$ cat src/rtl/bram_pkg.sv
// Shared types and widths for the ram3 backup SRAM arbiter (bram_arb).
package bram_pkg;
    localparam int ADDR_W = 18;
    localparam int DATA_W = 16;

    typedef enum logic [1:0] {IDLE, SETUP, STROBE, DONE} state_t;
    typedef enum logic {OWN_CPU = 1'b0, OWN_MCU = 1'b1} owner_t;
endpackage

$ cat src/rtl/bram_arb_pick.sv
// Combinational grant selector: fixed CPU priority, with one MCU grant forced
// once the CPU has won CPU_BURST_MAX times in a row while the MCU was waiting.
module bram_arb_pick
    import bram_pkg::*;
#(
    parameter int CPU_BURST_MAX = 8
)(
    input  logic       cpu_req,
    input  logic       mcu_req,
    input  logic [7:0] burst_cnt,
    output logic       grant,
    output logic       owner
);
    always_comb begin
        grant = cpu_req | mcu_req;
        owner = OWN_CPU;
        if (mcu_req && (!cpu_req || burst_cnt == 8'(CPU_BURST_MAX))) begin
            owner = OWN_MCU;
        end
    end
endmodule

$ cat src/rtl/bram_arb.sv
// Two-port arbiter and timing sequencer for the ram3 backup SRAM.
// Optional macro BRAM_WPROT_EN adds a wprot input that suppresses CPU writes.
module bram_arb
    import bram_pkg::*;
#(
    parameter int ACC_CYC       = 4,
    parameter int CPU_BURST_MAX = 8
)(
    input  logic              clk,
    input  logic              rst,
    input  logic              cpu_req,
    input  logic              cpu_we,
    input  logic [1:0]        cpu_be,
    input  logic [ADDR_W-1:0] cpu_addr,
    input  logic [DATA_W-1:0] cpu_wdata,
    output logic [DATA_W-1:0] cpu_rdata,
    output logic              cpu_ack,
    input  logic              mcu_req,
    input  logic              mcu_we,
    input  logic [1:0]        mcu_be,
    input  logic [ADDR_W-1:0] mcu_addr,
    input  logic [DATA_W-1:0] mcu_wdata,
    output logic [DATA_W-1:0] mcu_rdata,
    output logic              mcu_ack,
`ifdef BRAM_WPROT_EN
    input  logic              wprot,
`endif
    output logic [ADDR_W-1:0] ram_addr,
    output logic [DATA_W-1:0] ram_dout,
    input  logic [DATA_W-1:0] ram_din,
    output logic              ram_drive,
    output logic              ram_oe_n,
    output logic              ram_we_n,
    output logic              ram_ub_n,
    output logic              ram_lb_n,
    output logic              busy
);
    state_t            state_q, state_d;
    owner_t            owner_q, owner_d;
    logic [3:0]        cyc_q, cyc_d;
    logic [7:0]        burst_q, burst_d;
    logic              we_q, we_d;
    logic              prot_q, prot_d;
    logic [1:0]        be_q, be_d;
    logic [ADDR_W-1:0] addr_q, addr_d;
    logic [DATA_W-1:0] wdata_q, wdata_d;
    logic [DATA_W-1:0] cpu_rdata_q, cpu_rdata_d;
    logic [DATA_W-1:0] mcu_rdata_q, mcu_rdata_d;
    logic              pick_grant, pick_owner;
    logic              grant, grant_mcu, wprot_in, write_en;

`ifdef BRAM_WPROT_EN
    assign wprot_in = wprot;
`else
    assign wprot_in = 1'b0;
`endif

    bram_arb_pick #(.CPU_BURST_MAX(CPU_BURST_MAX)) u_pick (
        .cpu_req   (cpu_req),
        .mcu_req   (mcu_req),
        .burst_cnt (burst_q),
        .grant     (pick_grant),
        .owner     (pick_owner)
    );

    assign grant     = (state_q == IDLE) && pick_grant;
    assign grant_mcu = grant && (owner_t'(pick_owner) == OWN_MCU);
    // A protected write keeps its full timing but never drives or strobes the RAM.
    assign write_en  = we_q && !prot_q;

    always_ff @(posedge clk) begin
        if (rst) begin
            state_q     <= IDLE;
            owner_q     <= OWN_CPU;
            cyc_q       <= '0;
            burst_q     <= '0;
            we_q        <= 1'b0;
            prot_q      <= 1'b0;
            be_q        <= '0;
            addr_q      <= '0;
            wdata_q     <= '0;
            cpu_rdata_q <= '0;
            mcu_rdata_q <= '0;
        end else begin
            state_q     <= state_d;
            owner_q     <= owner_d;
            cyc_q       <= cyc_d;
            burst_q     <= burst_d;
            we_q        <= we_d;
            prot_q      <= prot_d;
            be_q        <= be_d;
            addr_q      <= addr_d;
            wdata_q     <= wdata_d;
            cpu_rdata_q <= cpu_rdata_d;
            mcu_rdata_q <= mcu_rdata_d;
        end
    end

    always_comb begin
        state_d     = state_q;
        owner_d     = owner_q;
        cyc_d       = cyc_q;
        we_d        = we_q;
        prot_d      = prot_q;
        be_d        = be_q;
        addr_d      = addr_q;
        wdata_d     = wdata_q;
        cpu_rdata_d = cpu_rdata_q;
        mcu_rdata_d = mcu_rdata_q;
        unique case (state_q)
            IDLE: begin
                if (grant) begin
                    state_d = SETUP;
                    if (grant_mcu) begin
                        owner_d = OWN_MCU;
                        we_d    = mcu_we;
                        prot_d  = 1'b0;
                        be_d    = mcu_be;
                        addr_d  = mcu_addr;
                        wdata_d = mcu_wdata;
                    end else begin
                        owner_d = OWN_CPU;
                        we_d    = cpu_we;
                        prot_d  = cpu_we && wprot_in;
                        be_d    = cpu_be;
                        addr_d  = cpu_addr;
                        wdata_d = cpu_wdata;
                    end
                end
            end
            SETUP: begin
                state_d = STROBE;
                cyc_d   = '0;
            end
            STROBE: begin
                if (cyc_q == 4'(ACC_CYC - 1)) begin
                    state_d = DONE;
                    if (!we_q) begin
                        if (owner_q == OWN_MCU) mcu_rdata_d = ram_din;
                        else                    cpu_rdata_d = ram_din;
                    end
                end else begin
                    cyc_d = cyc_q + 4'd1;
                end
            end
            DONE:    state_d = IDLE;
            default: state_d = IDLE;
        endcase
    end

    // The burst count only tracks CPU wins while the MCU is actually waiting.
    always_comb begin
        burst_d = burst_q;
        if (grant_mcu || !mcu_req) begin
            burst_d = '0;
        end else if (grant) begin
            burst_d = burst_q + 8'd1;
        end
    end

    always_comb begin
        ram_oe_n  = 1'b1;
        ram_we_n  = 1'b1;
        ram_ub_n  = 1'b1;
        ram_lb_n  = 1'b1;
        ram_drive = 1'b0;
        cpu_ack   = 1'b0;
        mcu_ack   = 1'b0;
        unique case (state_q)
            SETUP: begin
                ram_ub_n  = !be_q[1];
                ram_lb_n  = !be_q[0];
                ram_drive = write_en;
            end
            STROBE: begin
                ram_ub_n  = !be_q[1];
                ram_lb_n  = !be_q[0];
                ram_drive = write_en;
                ram_oe_n  = we_q;
                ram_we_n  = !write_en;
            end
            DONE: begin
                ram_drive = write_en;
                cpu_ack   = (owner_q == OWN_CPU);
                mcu_ack   = (owner_q == OWN_MCU);
            end
            default: ;
        endcase
    end

    assign ram_addr  = addr_q;
    assign ram_dout  = wdata_q;
    assign cpu_rdata = cpu_rdata_q;
    assign mcu_rdata = mcu_rdata_q;
    assign busy      = (state_q != IDLE);
endmodule
$ cat config.mk
export PLATFORM = sky130hd
export DESIGN_NAME = bram_arb
export DESIGN_NICKNAME = d
export VERILOG_FILES = /design/src/rtl/bram_pkg.sv /design/src/rtl/bram_arb_pick.sv /design/src/rtl/bram_arb.sv
export SDC_FILE = /design/constraint.sdc
export NUM_CORES = 1
export LEC_CHECK = 0
export ABC_CLOCK_PERIOD_IN_PS = 2200
export BUFFER_PORTS_ARGS = -buffer_cell sky130_fd_sc_hd__buf_2
export CORE_ASPECT_RATIO = 0.7
export CORE_MARGIN = 2
export CORE_UTILIZATION = 45
export DETAILED_ROUTE_END_ITERATION = 10
export PLACE_DENSITY_LB_ADDON = 0.08
export SLEW_MARGIN = 10
export SYNTH_ARGS = -nofsm -noshare
export SYNTH_HDL_FRONTEND = slang
export SYNTH_SLANG_ARGS = --single-unit
$ cat constraint.sdc
create_clock -name clk -period 2.2 [get_ports clk]
set_clock_uncertainty 0.2 [all_clocks]
set_input_delay 0.44 -clock clk [delete_from_list [all_inputs] [get_ports clk]]
set_output_delay 0.44 -clock clk [all_outputs]
set_load 0.02 [all_outputs]
==> results.ini <==
[setup_path]
cp_max_fo=11
critical_path.cell_chain=inv_1, ha_2, buf_4, inv_1, buf_2
cp_data_arrival_time_ns=1.49
setup.worst_path.end_class=output port
worst_r2r_path_depth=6
r2r_setup_slack_ns=0.22
critical_path_required_ns=1.56
crit_slowest_cell=dfxtp_1
cell_seen_most_often_among_critical_path_stages=inv_1
slowest_delay_ns=0.35
critical_path_class=flip-flop to output port
startpoint_type=flip-flop

[die]
die_w_um=119
io_pins=168
total_die_area_um2=10100
core.rowCount=29
dieHeight_um=84.7
fp.coreArea_um2=9030
initial_core_util_pct=46.3

[worst_hold_path]
depth_of_the_worst_hold_timing_path=3
min-delay-path-class=input port to flip-flop

[clock_network]
cts-root-buf=clkbuf_16
clk_transition_reported_paths_ns=0.06
cts.hold.buffers_added=0
htreeDepth=3
cts_tree=done
worst_skew_pair.late_latency_ns=0.33
cts_sinks=84
ctsLongestPathBuffers=2
cts_inserted_buffers=9

[route]
viasPerCell=5.72
drt_pass1_iterations=4
drc=0
routedWlPerCell_um=17.0
route.antenna.remaining_nets=0
detailroute.via_count=4241
wirelength_mm=12.6
detailedRoute.firstIterationViolations=210

[sta]
fin_crit_sh_pct=96.6
drv_slew=0
fmax_mhz=471
max_slew.worst_pin.slew_ns=0.573
timing.max_slew.rel_slack_pct=61.6
rsz0062_at_grt=false
final_period_minus_worst_setup_slack_ns=2.13
final-setup-viol-count=0
setup_ws_ns=0.0746
hold_slack_ns=0.154
number_of_hold_violations_in_the_final_report=0
fin_setup_tns_ns=0

[logic_synthesis]
synth.distinct_cells=42
yosys.area_share.simple_pct=18.1
ys_seq_area_share_pct=40.2
synth-adder-area-share_pct=1.79
syn_area_um2=4180
ys_seq_elements=84
syn_avg_cell_area_um2=9.07
synthesized_instance_count=461
synth_enable_flop_cells=0
synth_area_in_xor_xnor_pct=1.47
synth_ff_type=dfxtp_1
async_set_or_reset_register_ratio_after_synthesis_pct=0
synth_compound_gate_area_share_pct=24.6
synth-warning-count=0
synth_top_family_by_area=compound AO/OA/AOI/OAI gates
synth_nets=561
synthMuxAreaShare_pct=8.14

[place]
gpl.final_weighted_congestion=0.782
placed_area_um2=5180
dp_hpwl_mm=8.49
placement.setup.worst_slack_ns=0.208
port_buffers=167

[global_route]
grt_antenna_before_repair=1
grt_util_all_layers_pct=25.3
grt.overflow.total=0
grt_max_degree=39
number_of_global_route_vias_before_repair=4321
grt_pass1_wl_mm=20.9

[pwr]
switching_pwr_mw=2.08
netSwitchingFraction_pct=38.1
share_clk_of_total_power_pct=25.8
power_frac_comb_pct=38.1
leakagePower_nw=2.37
power_frac_seq_pct=36.1
cell_internal_pwr_mw=3.38
vdd_drop_max_v=0.000701
power.density_nw_per_um2=1000

[job]
drv_cap=0

[final_layout]
antenna-diode-count=0
design.final.nets=713
multi_input_comb_area_um2=2270
post-route-cell-area_um2=5460
most_common_cell_after_layout_fill_and_taps_aside=buf_2
fin_util_pct=60.4
drive_above_1_share_pct=38.2
fill_cells=832
regArea_um2=1680
most-common-layout-cells=buf_2 (166), dfxtp_1 (83), nor3_1 (74)
flow.area_growth_from_synthesis_pct=30.5

[outcome]
run_status=finished clean

==> cells in the mapped netlist, types with 2 or more instances <==
cell type | number | area [um^2]
dfxtp_1 | 84 | 1680
nor3_1 | 74 | 370
nor2_1 | 48 | 180
o21ai_0 | 40 | 200
o22ai_1 | 37 | 231
mux2i_1 | 34 | 340
a2111oi_2 | 30 | 450
clkbuf_1 | 24 | 90.1
buf_2 | 17 | 85.1
nand2_1 | 10 | 37.5
inv_1 | 8 | 30.0
a2111oi_0 | 7 | 61.3
ha_1 | 6 | 75.1
xor2_1 | 6 | 52.6
nand3_1 | 3 | 15.0
a21oi_1 | 2 | 10.0
a22oi_1 | 2 | 15.0
and3_1 | 2 | 12.5
nand2b_1 | 2 | 12.5
nand4_1 | 2 | 12.5
nor2b_1 | 2 | 12.5
==> flip-flops by register name (all words and copies together) (netlist names) <==
name / count
mcu_rdata: 16
we_q: 1
ram_addr: 18
state_q: 2
ram_dout: 16
cpu_rdata: 16
cyc_q: 4
owner_q: 1
be_q: 2
burst_q: 8
==> through the flow <==
step	power, mW	cells
floorplan	3.30	461
global placement	4.01	726
CTS	5.47	741
detailed placement	4.05	726
global route	5.74	741
finish	5.46	741
==> layout make-up <==
| class | count | share of cell area [%] |
|---|---|---|
| Clock buffer | 13 | 4.77 |
| Tap cell | 124 | 2.84 |
| Timing Repair Buffer | 185 | 19.3 |
| Clock inverter | 2 | 0.183 |
| Inverter | 8 | 0.550 |
| Sequential cell | 84 | 30.8 |
| Multi-Input combinational cell | 325 | 41.5 |
==> cells by family after synthesis <==
kind of cell,after synthesis
and+or+nand+nor,153
AOI/OAI and AO/OA,125
DFF,84
buffers and inverters,52
muxes,34
xor gates and xnor gates,7
adders and majority gates,6
==> path summary, 6_finish.rpt <==
kind | start | to
worst max-delay path | state_q[0] | busy
worst max register to register | cyc_q[0] | cpu_rdata[9]
worst min register to register | mcu_rdata[14] | mcu_rdata[14]
worst min-delay path | ram_din[2] | mcu_rdata[2]
==> what timing repair did <==
item	CTS	global route
gates resized for setup	0	3
setup endpoints to repair	0	2
setup buffers	0	0
==> worst max-delay path: cells and delay by family, from the launching register on <==
kind                       cells  cell delay, ns
buffers and inverters          4            0.58
adders and majority gates      1            0.22
DFF                            1            0.35
==> layer usage <==
layer	GRT usage (%)	wire [um]	up-vias
met5	0	0	-
met4	7.58	199	0
met3	6.79	837	24
met2	41.4	5860	151
met1	32.7	5720	2023
li1	-	-	2043
==> power groups by stage <==
stage	sequential, mW	clock, mW	combinational (mW)
after floorplan	2.26	0	1.04
final	1.97	1.41	2.08
after global placement	1.99	0	2.02
after CTS	1.96	1.43	2.07
after detailed placement	1.99	0	2.06
after global routing	2.00	1.50	2.23
No activity file was read; power rests on OpenSTA's default activity.
